===== src/rtl/demux32_1to4_stream.sv =====
// ----------------------------------------------------------------------------
// demux32_1to4_stream
//
// Registered 1-to-4 stream demultiplexer. One producer offers a word per
// cycle on a valid/ready input; the word is steered by in_sel into one of
// four single-entry holding registers (A..D). Each holding register is
// presented on its own valid/ready output channel, so the four consumers
// can stall independently. Each channel also counts delivered words.
//
// Ports:
//   Clk        rising-edge clock
//   Rst_n      asynchronous active-low reset
//   in_valid   input word present
//   in_ready   block can take the input word this cycle
//   in_data    input word (WIDTH bits)
//   in_sel     destination channel: 0=A, 1=B, 2=C, 3=D
//   outX_data  channel X holding register (registered, not pass-through)
//   out_valid  per-channel valid, bit 0=A .. bit 3=D
//   out_ready  per-channel consumer ready, same bit order
//   cntX       words delivered on channel X, wraps modulo 2^CNT_W
// ----------------------------------------------------------------------------
module demux32_1to4_stream #(
    parameter int WIDTH = 32,
    parameter int CNT_W = 16
) (
    input  logic             Clk,
    input  logic             Rst_n,
    input  logic             in_valid,
    output logic             in_ready,
    input  logic [WIDTH-1:0] in_data,
    input  logic [1:0]       in_sel,
    output logic [WIDTH-1:0] outA_data,
    output logic [WIDTH-1:0] outB_data,
    output logic [WIDTH-1:0] outC_data,
    output logic [WIDTH-1:0] outD_data,
    output logic [3:0]       out_valid,
    input  logic [3:0]       out_ready,
    output logic [CNT_W-1:0] cntA,
    output logic [CNT_W-1:0] cntB,
    output logic [CNT_W-1:0] cntC,
    output logic [CNT_W-1:0] cntD
);

    logic [3:0]       valid_q;
    logic [3:0]       valid_d;
    logic [WIDTH-1:0] data_q [4];
    logic [WIDTH-1:0] data_d [4];
    logic [CNT_W-1:0] cnt_q  [4];
    logic [CNT_W-1:0] cnt_d  [4];

    logic [3:0] deliverVec;
    logic [3:0] acceptVec;
    logic       accept;

    // Handshake and next-state logic. The selected slot can take a word if
    // it is empty or is being drained this same cycle, which gives full
    // throughput into one channel with no bubble. in_ready deliberately
    // ignores in_valid so the producer can look at it before committing.
    always_comb begin
        deliverVec = valid_q & out_ready;
        in_ready   = !valid_q[in_sel] || out_ready[in_sel];
        accept     = in_valid && in_ready;

        acceptVec = 4'b0000;
        if (accept) begin
            acceptVec[in_sel] = 1'b1;
        end

        // A slot that delivers and accepts on the same edge stays full.
        valid_d = (valid_q & ~deliverVec) | acceptVec;

        for (int i = 0; i < 4; i++) begin
            data_d[i] = acceptVec[i] ? in_data : data_q[i];
            cnt_d[i]  = deliverVec[i] ? (cnt_q[i] + CNT_W'(1)) : cnt_q[i];
        end
    end

    // State registers. Reset drops any held word without counting it as a
    // delivery and clears the data registers and counters.
    always_ff @(posedge Clk or negedge Rst_n) begin
        if (!Rst_n) begin
            valid_q <= 4'b0000;
            for (int i = 0; i < 4; i++) begin
                data_q[i] <= '0;
                cnt_q[i]  <= '0;
            end
        end else begin
            valid_q <= valid_d;
            for (int i = 0; i < 4; i++) begin
                data_q[i] <= data_d[i];
                cnt_q[i]  <= cnt_d[i];
            end
        end
    end

    assign out_valid = valid_q;
    assign outA_data = data_q[0];
    assign outB_data = data_q[1];
    assign outC_data = data_q[2];
    assign outD_data = data_q[3];
    assign cntA      = cnt_q[0];
    assign cntB      = cnt_q[1];
    assign cntC      = cnt_q[2];
    assign cntD      = cnt_q[3];

endmodule


===== config.mk =====
export PLATFORM = sky130hd
export DESIGN_NAME = demux32_1to4_stream
export DESIGN_NICKNAME = d
export VERILOG_FILES = /design/src/rtl/demux32_1to4_stream.sv
export SDC_FILE = /design/constraint.sdc
export NUM_CORES = 1
export LEC_CHECK = 0
export BUFFER_PORTS_ARGS = -buffer_cell sky130_fd_sc_hd__buf_2
export CAP_MARGIN = 20
export CORE_ASPECT_RATIO = 2
export CORE_MARGIN = 10
export CORE_UTILIZATION = 35
export CTS_CLUSTER_DIAMETER = 50
export DETAILED_ROUTE_END_ITERATION = 6
export GPL_ROUTABILITY_DRIVEN = 0
export PLACE_DENSITY = 0.65
export SLEW_MARGIN = 5
export SYNTH_ARGS = -nofsm -noshare
export SYNTH_HDL_FRONTEND = slang
export SYNTH_SLANG_ARGS = --single-unit

===== constraint.sdc =====
create_clock -name Clk -period 2.04 [get_ports Clk]
set_clock_uncertainty 0.2 [all_clocks]
set_input_delay 0.102 -clock Clk [delete_from_list [all_inputs] [get_ports Clk]]
set_output_delay 0.102 -clock Clk [all_outputs]
set_load 0.02 [all_outputs]

; Word-level counts from Yosys, hierarchy flattened
; Index checks and enable logic that the tools add are counted.
; W data, S select, Z words.
[op_classes]
n_addsub = 4
order_cmp = 2
mux = 7
bitwise = 4
n_reduce_logical = 4
[ops]
columns = op, count
row1 = $add A16 B1 Y16 const B, 4
row2 = $and A4 B4 Y4, 2
row3 = $bmux W1 S2, 2
row4 = $mux W4, 1
row5 = $not A4 Y4, 1
row6 = $or A4 B4 Y4, 1
row7 = $lt A2 B3 Y1 const B, 1
row8 = $mux W1, 3
row9 = $demux W1 S2, 1
row10 = $ge A2 B1 Y1 const B, 1
row11 = $logic_and A1 B1 Y1, 2
row12 = $logic_not A1 Y1, 1
row13 = $logic_or A1 B1 Y1, 1
[word_totals]
regBits = 196
inputBits = 41
out_inout_bits = 197
elab_cells = 30

; Logic depth before layout (Yosys ltp)
; Gate-level depths: netlist of run 1.
[depth]
word_depth = 7
ltp_mapped = 6
depth_no_buf = 5

; Worst setup path before layout of run 1
; Ideal clock, no wire load.
[synth_timing]
path_type = register to register
startpoint = reg valid_q[3], in the netlist out_valid[3]
endpoint = reg data_q (netlist bit outD_data[0])
setup_ns = 0.125
arrival_ns = 1.407
t_required_ns = 1.715
slack_ns = 0.308
path_stages_with_launch = 6
path_buffers = 2
period_less_slack_ns = 1.732
path_cell_list = dfrtp_1 -> nand2b_1 -> and4_1 -> buf_2 -> buf_6 -> mux2_2
[synth_via]
elab_chain_cells = 6
[synth_rtl]
columns = element, line
row1 = from (decl), 44  ; logic [3:0] valid_q;
row2 = from (signal assigned), 88  ; valid_q <= valid_d;
row3 = $bmux W1 S2, 61  ; in_ready = !valid_q[in_sel] || out_ready[in_sel];
row4 = $mux W1 (not written as such), 61
row5 = $logic_not A1 Y1, 61
row6 = $logic_or A1 B1 Y1, 61
row7 = $logic_and A1 B1 Y1, 62  ; accept = in_valid && in_ready;
row8 = $mux W4, 65  ; if (accept) begin
row9 = "to (signal, indexed assignment)", 90  ; data_q[i] <= data_d[i];
row10 = to (decl), 46  ; logic [WIDTH-1:0] data_q [4];
; No other way between the ends. The select of a mux whose other input is x is not followed.
; A chain may end at the register's enable or synchronous reset.

; Worst setup path after layout of run 1
[layout_timing]
startpoint = reg valid_q[3], in the netlist out_valid[3]
endpoint = out in_ready
[layout_via]
elab_chain_cells = 4
[layout_rtl]
columns = element, line
row1 = $bmux W1 S2, 61
row2 = $mux W1 (not written as such), 61
row3 = $logic_not A1 Y1, 61
row4 = $logic_or A1 B1 Y1, 61
row5 = to (decl), 29  ; output logic in_ready,
; No other way between the ends. The select of a mux whose other input is x is not followed.

==> flow_summary.json, run 1 <==
{
  "end_kind": "primary output",
  "synth_edf_count": 0,
  "holdPathStages": 3,
  "crit_chain": "nand2b_4 -> mux4_2 -> buf_2",
  "drtIter0Drc": 194,
  "grt_pass1_wl_um": 33200,
  "synth_xor_area_frac": 0.0681,
  "via_per_inst": 4.78,
  "port_buffers": 237,
  "antenna_found_initial": 0,
  "synth-compound-area-share": 0.00130,
  "wire_per_inst_um": 19.2,
  "synth_top_family_by_area": "multiplexers",
  "synth_top_area_cell": "dfrtp_1",
  "tns_ps": 0,
  "drv_slew": 0,
  "syn_avg_cell_area_um2": 14.7,
  "period_minus_slack_ps": 1950,
  "synth_area_um2": 7710,
  "clk_pin_slew_worst_paths_ps": 70,
  "grt_pass1_vias": 5798,
  "chipHeight_um": 230,
  "crit_end": "in_ready",
  "ys_top_cells_by_count": "dfrtp_1, mux2_2, xnor2_1",
  "vias": 5316,
  "fillerInstances": 1937,
  "synthArstFlopShare": 1.00,
  "numCtsBuffers": 17,
  "muxShareOfSynthArea": 0.196,
  "p_per_area_nw_per_um2": 1110,
  "cap_violations": 0,
  "worst_r2r_path_depth": 4,
  "irDropWorstVdd_mv": 0.662,
  "finalCritPeriodShare": 0.954,
  "postRouteAntennaNets": 0,
  "layout_setup_ws_ps": 94.4,
  "wirelength_um": 21300,
  "ys_warn_count": 0,
  "htree_levels": 4,
  "grt_max_degree": 49,
  "drc": 0,
  "final_hold_viol_count": 0,
  "leakage_nw": 5.02,
  "ctsRootBufferMaster": "clkbuf_16",
  "grtUsageTotal": 0.148,
  "io_pins": 238,
  "slowest_delay_ps": 490,
  "yosys.cell_count.top_type": "dfrtp_1",
  "globalRoute.totalOverflow": 0,
  "diodes": 0,
  "ys_ff_latch": 196,
  "seq_area_um2": 4900,
  "r2r_start": "out_valid[2]",
  "rows": 76,
  "fin_nets": 872,
  "critPathKind": "flop to primary output",
  "synthesis.nets": 570,
  "regToRegSetupSlack_ps": 250,
  "dpl.hpwl_um": 16100,
  "multi_input_area_um2": 2700,
  "crit_slowest_cell": "mux4_2",
  "crit_fanout": 5,
  "synthAdderAreaFrac": 0.00649,
  "rsz0062_at_grt": "false",
  "status": "complete, no violations",
  "cts.sinks": 196,
  "cts_tree": "yes",
  "hp-start": "in_data[31]",
  "ys_types": 28,
  "core_um2": 21600,
  "seq_area_frac_synth": 0.636,
  "dieArea_um2": 28700,
  "ys_top_cells_by_area": "dfrtp_1, mux2_2, xnor2_1",
  "synthSimpleGateAreaFrac": 0.0762,
  "area_delta_synth_final_pct": 34.8,
  "start_kind": "flop",
  "min_path_type": "input pin to flop",
  "arrival_ps": 1640,
  "setup_viol": 0,
  "cts_max_path_buffers": 2,
  "die_w_um": 125,
  "tightest_slew_ps": 544,
  "clock.fmax_mhz": 514,
  "relSlewSlack": 0.634,
  "first_pass_iters": 4,
  "floorplan.initialDensity": 0.357,
  "drive_gt1_frac": 0.504,
  "dp_slack_ps": 221,
  "rr_endpoint": "outC_data[6]",
  "cp-startpoint": "out_valid[3]",
  "synth_ff_type": "dfrtp_1",
  "clk_latency_ps": 450,
  "postSynthCellCount": 525,
  "critPathRequiredTime_ps": 1740,
  "synth_top_cell_area_share": 0.636
}
-- critical path, delay by kind of cell, from the launching register on --
family                 cells  cell delay [ps]
muxes                      1              490
DFF                        1              440
buffers and inverters      1              180
and+or+nand+nor            1               90
-- what timing repair did --
item                                    4_1_cts  5_1_grt
hold buffers                                 41        0
endpoints found under the hold margin       353        0
resized for setup                             0        1
buffers inserted                              0        0
endpoints found under the setup margin        0        1
-- placed cells by master, fill, tap and decap left out --
cell,netlist,routed
buf_2,4,236
clkbuf_1,1,1
nor4_2,1,1
nand2_1,33,32
mux4_2,1,1
xor2_1,15,15
clkbuf_8,0,7
nor2_4,0,1
clkinvlp_4,0,4
o21ai_0,2,2
mux2_2,129,129
nor2_1,14,14
nor4_1,2,2
dfrtp_1,196,196
and4_1,2,1
buf_12,0,7
clkbuf_16,0,17
and4_2,0,1
nand3_1,28,28
dlygate4sd3_1,0,41
and2_1,1,1
buf_4,3,12
bufinv_16,0,2
nand4_1,11,11
nor3_1,5,5
nand2_2,0,1
mux2_1,3,3
nor3b_1,1,1
inv_1,3,3
and3_1,8,8
ha_1,4,4
nand2b_1,4,3
nand2b_4,0,1
nor4_4,1,1
nor3b_4,1,1
clkinv_2,0,1
xnor2_1,45,45
-- final cells by class --
| class | instances | share of cell area |
|---|---|---|
| clock inverters | 7 | 0.00914 |
| repair buffers | 297 | 0.177 |
| inverters | 3 | 0.00108 |
| clock buffers | 24 | 0.0492 |
| well taps | 273 | 0.0328 |
| multi-input cells | 312 | 0.260 |
| flip-flops and latches | 196 | 0.472 |
-- worst min path at each step --
stage	end	slack, ps
3_3_place_gp	outA_data[3]	-110
6_report	outD_data[31]	260
3_5_place_dp	outA_data[3]	-110
5_1_grt	outB_data[5]	250
2_1_floorplan	cntA[0]	-390
4_1_cts	outC_data[31]	230
-- where the power goes --
part           switching (W)  leakage [nW]  internal [W]  total, W
clock network        0.00147         0.287       0.00199   0.00346
registers           0.000487          2.44       0.00460   0.00508
logic                0.00180          2.29       0.00119   0.00299
total                0.00376          5.02       0.00778    0.0115
-- per-layer routing --
metal / part of all wire / vias to the layer above / track usage / routed length [um]
li1: - / 2430 / - / -
met1: 0.34 / 2705 / 0.135 / 7260
met2: 0.57 / 148 / 0.281 / 12200
met3: 0.056 / 33 / 0.0479 / 1190
met4: 0.034 / 0 / 0.0785 / 731
met5: 0 / - / 0 / 0
-- kinds of logic after synthesis --
| family | Yosys count |
|---|---|
| flops | 196 |
| simple gates | 113 |
| mux | 133 |
| compound gates | 2 |
| xor+xnor | 60 |
| buf+inv | 17 |
| fa+ha+maj | 4 |
-- state kept, by name (all words and copies together), names as in the netlist --
name and cells:
outC_data 32, out_valid 4, cntB 16, cntD 16, outD_data 32, cntA 16, outA_data 32, cntC 16
outB_data 32
-- through the flow --
stage               area, um2  hold slack (ps)  total power (W)   util  instances
floorplan                7710             -394          0.00678      -        525
global placement         9370             -110          0.00808  0.434       1040
detailed placement       9370             -108          0.00815  0.434       1040
CTS                     10400              231           0.0117  0.481       1112
global route            10400              249           0.0121  0.482       1112
finish                  10400              259           0.0115  0.482       1112
Note: power is estimated with default switching activity, not from simulation.
==> inputs of run 2 (changes only) <==
Settings changed: GPL_ROUTABILITY_DRIVEN 0 to default.
Clock period 2.04 ns to 2.4 ns, I/O delays scaled along.
==> run 2 against run 1 <==
Combinational power decreased by 16%. Non-clock buffer count decreased by 9. Sequential power decreased by 15%. Utilization decreased by 0.27 points. Power decreased by 14%. Global-route usage increased by 0.28 points. Critical path depth increased by 2. First-iteration DRC count increased by 36%. Count of clock-buffer cells in the layout decreased by 3. Clock power decreased by 12%. Critical path type is now input pin to primary output. Largest cell class unchanged.
==> flow_summary.json, run 2 (synthesis gave the netlist of run 1 again) <==
{
  "status": "complete, no violations",
  "clk_pin_slew_worst_paths_ps": 70,
  "layout_common_cells": "buf_2, dfrtp_1, mux2_2",
  "cts_tree": "yes",
  "numCtsBuffers": 17,
  "first_pass_iters": 4,
  "fin_nets": 863,
  "tightest_slew_ps": 648,
  "crit_slowest_cell": "dlygate4sd3_1",
  "diodes": 0,
  "rows": 76,
  "rsz0062_at_grt": "false",
  "die_w_um": 125,
  "htree_levels": 4,
  "via_per_inst": 4.80,
  "drv_slew": 0,
  "cts.repair.resized": 0,
  "end_kind": "primary output",
  "chipHeight_um": 230,
  "p_per_area_nw_per_um2": 955,
  "arrival_ps": 1690,
  "grt_pass1_wl_um": 33900,
  "slowest_delay_ps": 530,
  "crit_chain": "dlygate4sd3_1 -> buf_2 -> nand2b_1 -> mux4_2 -> buf_2",
  "irDropWorstVdd_mv": 0.588,
  "final_hold_viol_count": 0,
  "cts_max_path_buffers": 2,
  "drtIter0Drc": 264,
  "design_area_um2": 10300,
  "grt_max_degree": 77,
  "drc": 0,
  "final_common_cell": "buf_2",
  "globalRoute.totalOverflow": 0,
  "critPathKind": "input pin to primary output",
  "worst_r2r_path_depth": 4,
  "vias": 5303,
  "cts.sinks": 196,
  "grt_pass1_vias": 5885,
  "grtUsageTotal": 0.151,
  "utilization": 0.479,
  "placed_area_um2": 9310,
  "period_minus_slack_ps": 2010,
  "area_delta_synth_final_pct": 34.1,
  "dpl.hpwl_um": 15900,
  "floorplan.initialDensity": 0.357,
  "start_kind": "input pin",
  "clk_latency_ps": 450,
  "min_path_type": "input pin to async pin",
  "clock.fmax_mhz": 498,
  "dieArea_um2": 28700,
  "setup_viol": 0,
  "gp_congestion": 0.823,
  "postRouteAntennaNets": 0,
  "regToRegSetupSlack_ps": 600,
  "core_um2": 21600,
  "drive_gt1_frac": 0.497,
  "crit_fanout": 4,
  "ctsRootBufferMaster": "clkbuf_16",
  "relSlewSlack": 0.568,
  "tns_ps": 0,
  "wire_per_inst_um": 19.6,
  "antenna_found_initial": 0,
  "port_buffers": 237,
  "design_power_total_w": 0.00988,
  "cpMostUsedCell": "buf_2",
  "final_cells": 1104,
  "dp.cells": 1032,
  "critPathRequiredTime_ps": 2080,
  "io_pins": 238,
  "leakage_nw": 4.97,
  "wirelength_um": 21600,
  "finalCritPeriodShare": 0.836,
  "cap_violations": 0
}
==> run 2: changes by cell type in the layout (fill, tap and decap cells not counted) <==
| cell | delta |
|---|---|
| nand2b_4 | -1 |
| bufinv_16 | +2 |
| clkbuf_8 | -5 |
| nand2b_1 | +1 |
| clkinv_2 | -1 |
| dlygate4sd3_1 | -1 |
| clkinv_4 | +2 |
| clkbuf_1 | +2 |
| buf_4 | -8 |
| inv_6 | +1 |
==> run 2: worst paths after layout <==
kind                         startpoint            end
hold reg to reg                cntD[15]       cntD[15]
min in group Clk               cntD[15]       cntD[15]
setup / recovery           out_ready[3]       in_ready
hold / removal                    Rst_n   outA_data[4]
max in group asynchronous         Rst_n  outD_data[29]
setup reg to reg           out_valid[0]  outA_data[24]
==> run 2: metal layers <==
metal  up-vias  share of wire  global-route usage  routed length, um
met5         -              0                   0                  0
met3        35          0.058              0.0484               1250
met1      2696           0.33               0.136               7150
met2       155           0.58               0.288              12500
li1       2417              -                   -                  -
met4         0          0.036              0.0795                781
==> run 2: final cells by class <==
cell class / count / area, um2
flip-flops and latches: 196 / 4900
clock inverters: 11 / 176
clock buffers: 21 / 450
inverters: 3 / 11.3
fillers: 1961 / 11200
multi-input cells: 312 / 2690
well taps: 273 / 342
repair buffers: 288 / 1770
==> run 2: where the power goes <==
| part | internal (W) | total, W | switching (W) | leakage [nW] |
|---|---|---|---|---|
| logic | 0.000987 | 0.00252 | 0.00153 | 2.25 |
| registers | 0.00391 | 0.00433 | 0.000419 | 2.44 |
| clock network | 0.00178 | 0.00303 | 0.00126 | 0.290 |
| total | 0.00667 | 0.00988 | 0.00321 | 4.97 |
==> run 2: per-stage QoR <==
stage          setup WS, ps  hold WS (ps)
6_report                394          94.1
5_1_grt                 325           139
4_1_cts                 365          79.7
3_5_place_dp            562          4.46
3_3_place_gp            581          7.82
2_1_floorplan           668          -376
==> run 2: critical path, delay by kind of cell <==
family        cells  cell delay (ps)
buf+inv           3              850
simple gates      1              200
mux               1              510
==> run 2: what timing repair did <==
action                    4_1_cts  5_1_grt
hold buffers                   40        0
setup buffers                   0        0
hold endpoints to repair      328        0
==> inputs of run 3 (changes only) <==
Clock period 2.4 ns to 2 ns, I/O delays scaled along.
==> run 3 against run 2 <==
Sequential power increased by 19%. Global-route usage increased by 0.23 points. Final cell count increased by 1.7%. Utilization increased by 0.88 points. Power increased by 20%. Register-to-register slack got worse by 390 ps. Highest routed layer unchanged. Via count increased by 0.36%.
==> flow_summary.json, run 3 (synthesis gave the netlist of run 1 again) <==
{
  "critPathRequiredTime_ps": 1700,
  "chipHeight_um": 230,
  "cp-startpoint": "out_ready[3]",
  "arrival_ps": 1640,
  "clk_latency_ps": 440,
  "final_cells": 1123,
  "cap_violations": 0,
  "busiest_layer": "met2",
  "gp_congestion": 0.836,
  "numCtsBuffers": 17,
  "status": "complete, no violations",
  "layout_common_cells": "buf_2, dfrtp_1, mux2_2",
  "grt_pass1_wl_um": 34400,
  "slowest_delay_ps": 530,
  "vias": 5322,
  "r2r_start": "out_valid[2]",
  "final_hold_viol_count": 0,
  "drtIter0Drc": 202,
  "area_delta_synth_final_pct": 36.6,
  "globalRoute.totalOverflow": 0,
  "multi_input_area_um2": 2710,
  "layout_setup_ws_ps": 59.2,
  "antenna_found_initial": 0,
  "drc": 0,
  "start_kind": "input pin",
  "drv_slew": 0,
  "port_buffers": 237,
  "diodes": 0,
  "htree_levels": 4,
  "fin_nets": 884,
  "crit_slowest_cell": "dlygate4sd3_1",
  "drive_gt1_frac": 0.509,
  "via_per_inst": 4.74,
  "irDropWorstVdd_mv": 0.870,
  "wire_per_inst_um": 19.7,
  "die_w_um": 125,
  "floorplan.initialDensity": 0.357,
  "finalCritPeriodShare": 0.970,
  "grt_pass1_vias": 5885,
  "setup_viol": 0,
  "min_path_type": "input pin to async pin",
  "dieArea_um2": 28700,
  "grt_util_met1": 0.145,
  "final_common_cell": "buf_2",
  "rsz0062_at_grt": "false",
  "crit_chain": "dlygate4sd3_1 -> buf_2 -> nand2b_1 -> mux4_2 -> buf_4",
  "cts_max_path_buffers": 2,
  "dpl.hpwl_um": 16400,
  "design_power_total_w": 0.0118,
  "period_minus_slack_ps": 1940,
  "tns_ps": 0,
  "dp.cells": 1043,
  "relSlewSlack": 0.516,
  "first_pass_iters": 4,
  "use_met3": 0.0500,
  "clock.fmax_mhz": 515,
  "grt.met2_usage": 0.281,
  "crit_fanout": 4,
  "critPathKind": "input pin to primary output",
  "postRouteAntennaNets": 0,
  "clk_pin_slew_worst_paths_ps": 70,
  "grt_max_degree": 44,
  "cts.sinks": 196,
  "leakage_nw": 5.09,
  "end_kind": "primary output",
  "io_pins": 238,
  "core_um2": 21600,
  "p_per_area_nw_per_um2": 1120,
  "dp_slack_ps": 174,
  "seq_area_um2": 4900,
  "grtUsageTotal": 0.153,
  "cts_tree": "yes",
  "tightest_slew_ps": 724,
  "fillerInstances": 1892,
  "rows": 76,
  "wirelength_um": 22100,
  "ctsRootBufferMaster": "clkbuf_16"
}
## run 3: changes by cell type in the layout (fill, tap and decap cells not counted), sizes merged
cell	delta
clkinvlp	-2
clkinv	+2
inv	+2
clkbuf	-3
dlygate4sd3	+4
buf	+17
bufinv	-1
## run 3: per-stage QoR
| step | area [um2] | util | hold WS, ps |
|---|---|---|---|
| 6_report | 10500 | 0.488 | 97.7 |
| 5_1_grt | 10500 | 0.488 | 100 |
| 4_1_cts | 10500 | 0.484 | -20.9 |
| 3_5_place_dp | 9420 | 0.436 | -98.3 |
| 3_3_place_gp | 9420 | 0.436 | -96.1 |
| 2_1_floorplan | 7710 | - | -396 |
## run 3: worst max-delay path, delay by kind of cell
kind                   cells  cell delay [ps]
AND/OR/NAND/NOR            1              180
multiplexers               1              500
buffers and inverters      3              860
## run 3: final timing paths
| check | end | slack (ps) | cells after the start |
|---|---|---|---|
| worst max-delay path | in_ready | 60 | 5 |
| worst min-delay path | outC_data[1] | 100 | 3 |
| worst max register to register | cntC[13] | 210 | 5 |
| worst min register to register | cntA[15] | 270 | 1 |
| max in group asynchronous | outC_data[16] | 350 | 3 |
| min in group Clk | cntA[15] | 270 | 1 |
## run 3: what timing repair did
action | CTS | global route
resized for setup | 0 | 3
hold buffers | 42 | 3
buffers inserted | 2 | 3
hold endpoints to repair | 353 | 2
endpoints found under the setup margin | 1 | 1
## run 3: cell type report
type,count,share of cell area
clock buffer,18,0.0417
sequential,196,0.466
multi-input combinational,312,0.257
clock inverter,12,0.0147
inverter,3,0.00107
tap,273,0.0324
timing repair buffer,309,0.187
## run 3: layer usage
metal | part of all wire | up-vias | routed length, um
met4 | 0.042 | 0 | 930
met1 | 0.34 | 2674 | 7480
met2 | 0.56 | 159 | 12500
met5 | 0 | - | 0
li1 | - | 2449 | -
met3 | 0.056 | 40 | 1240
## run 3: power by group
part	internal, W	total (W)	switching [W]
logic	0.00126	0.00314	0.00189
registers	0.00469	0.00516	0.000478
clock network	0.00199	0.00351	0.00152
total	0.00794	0.0118	0.00388
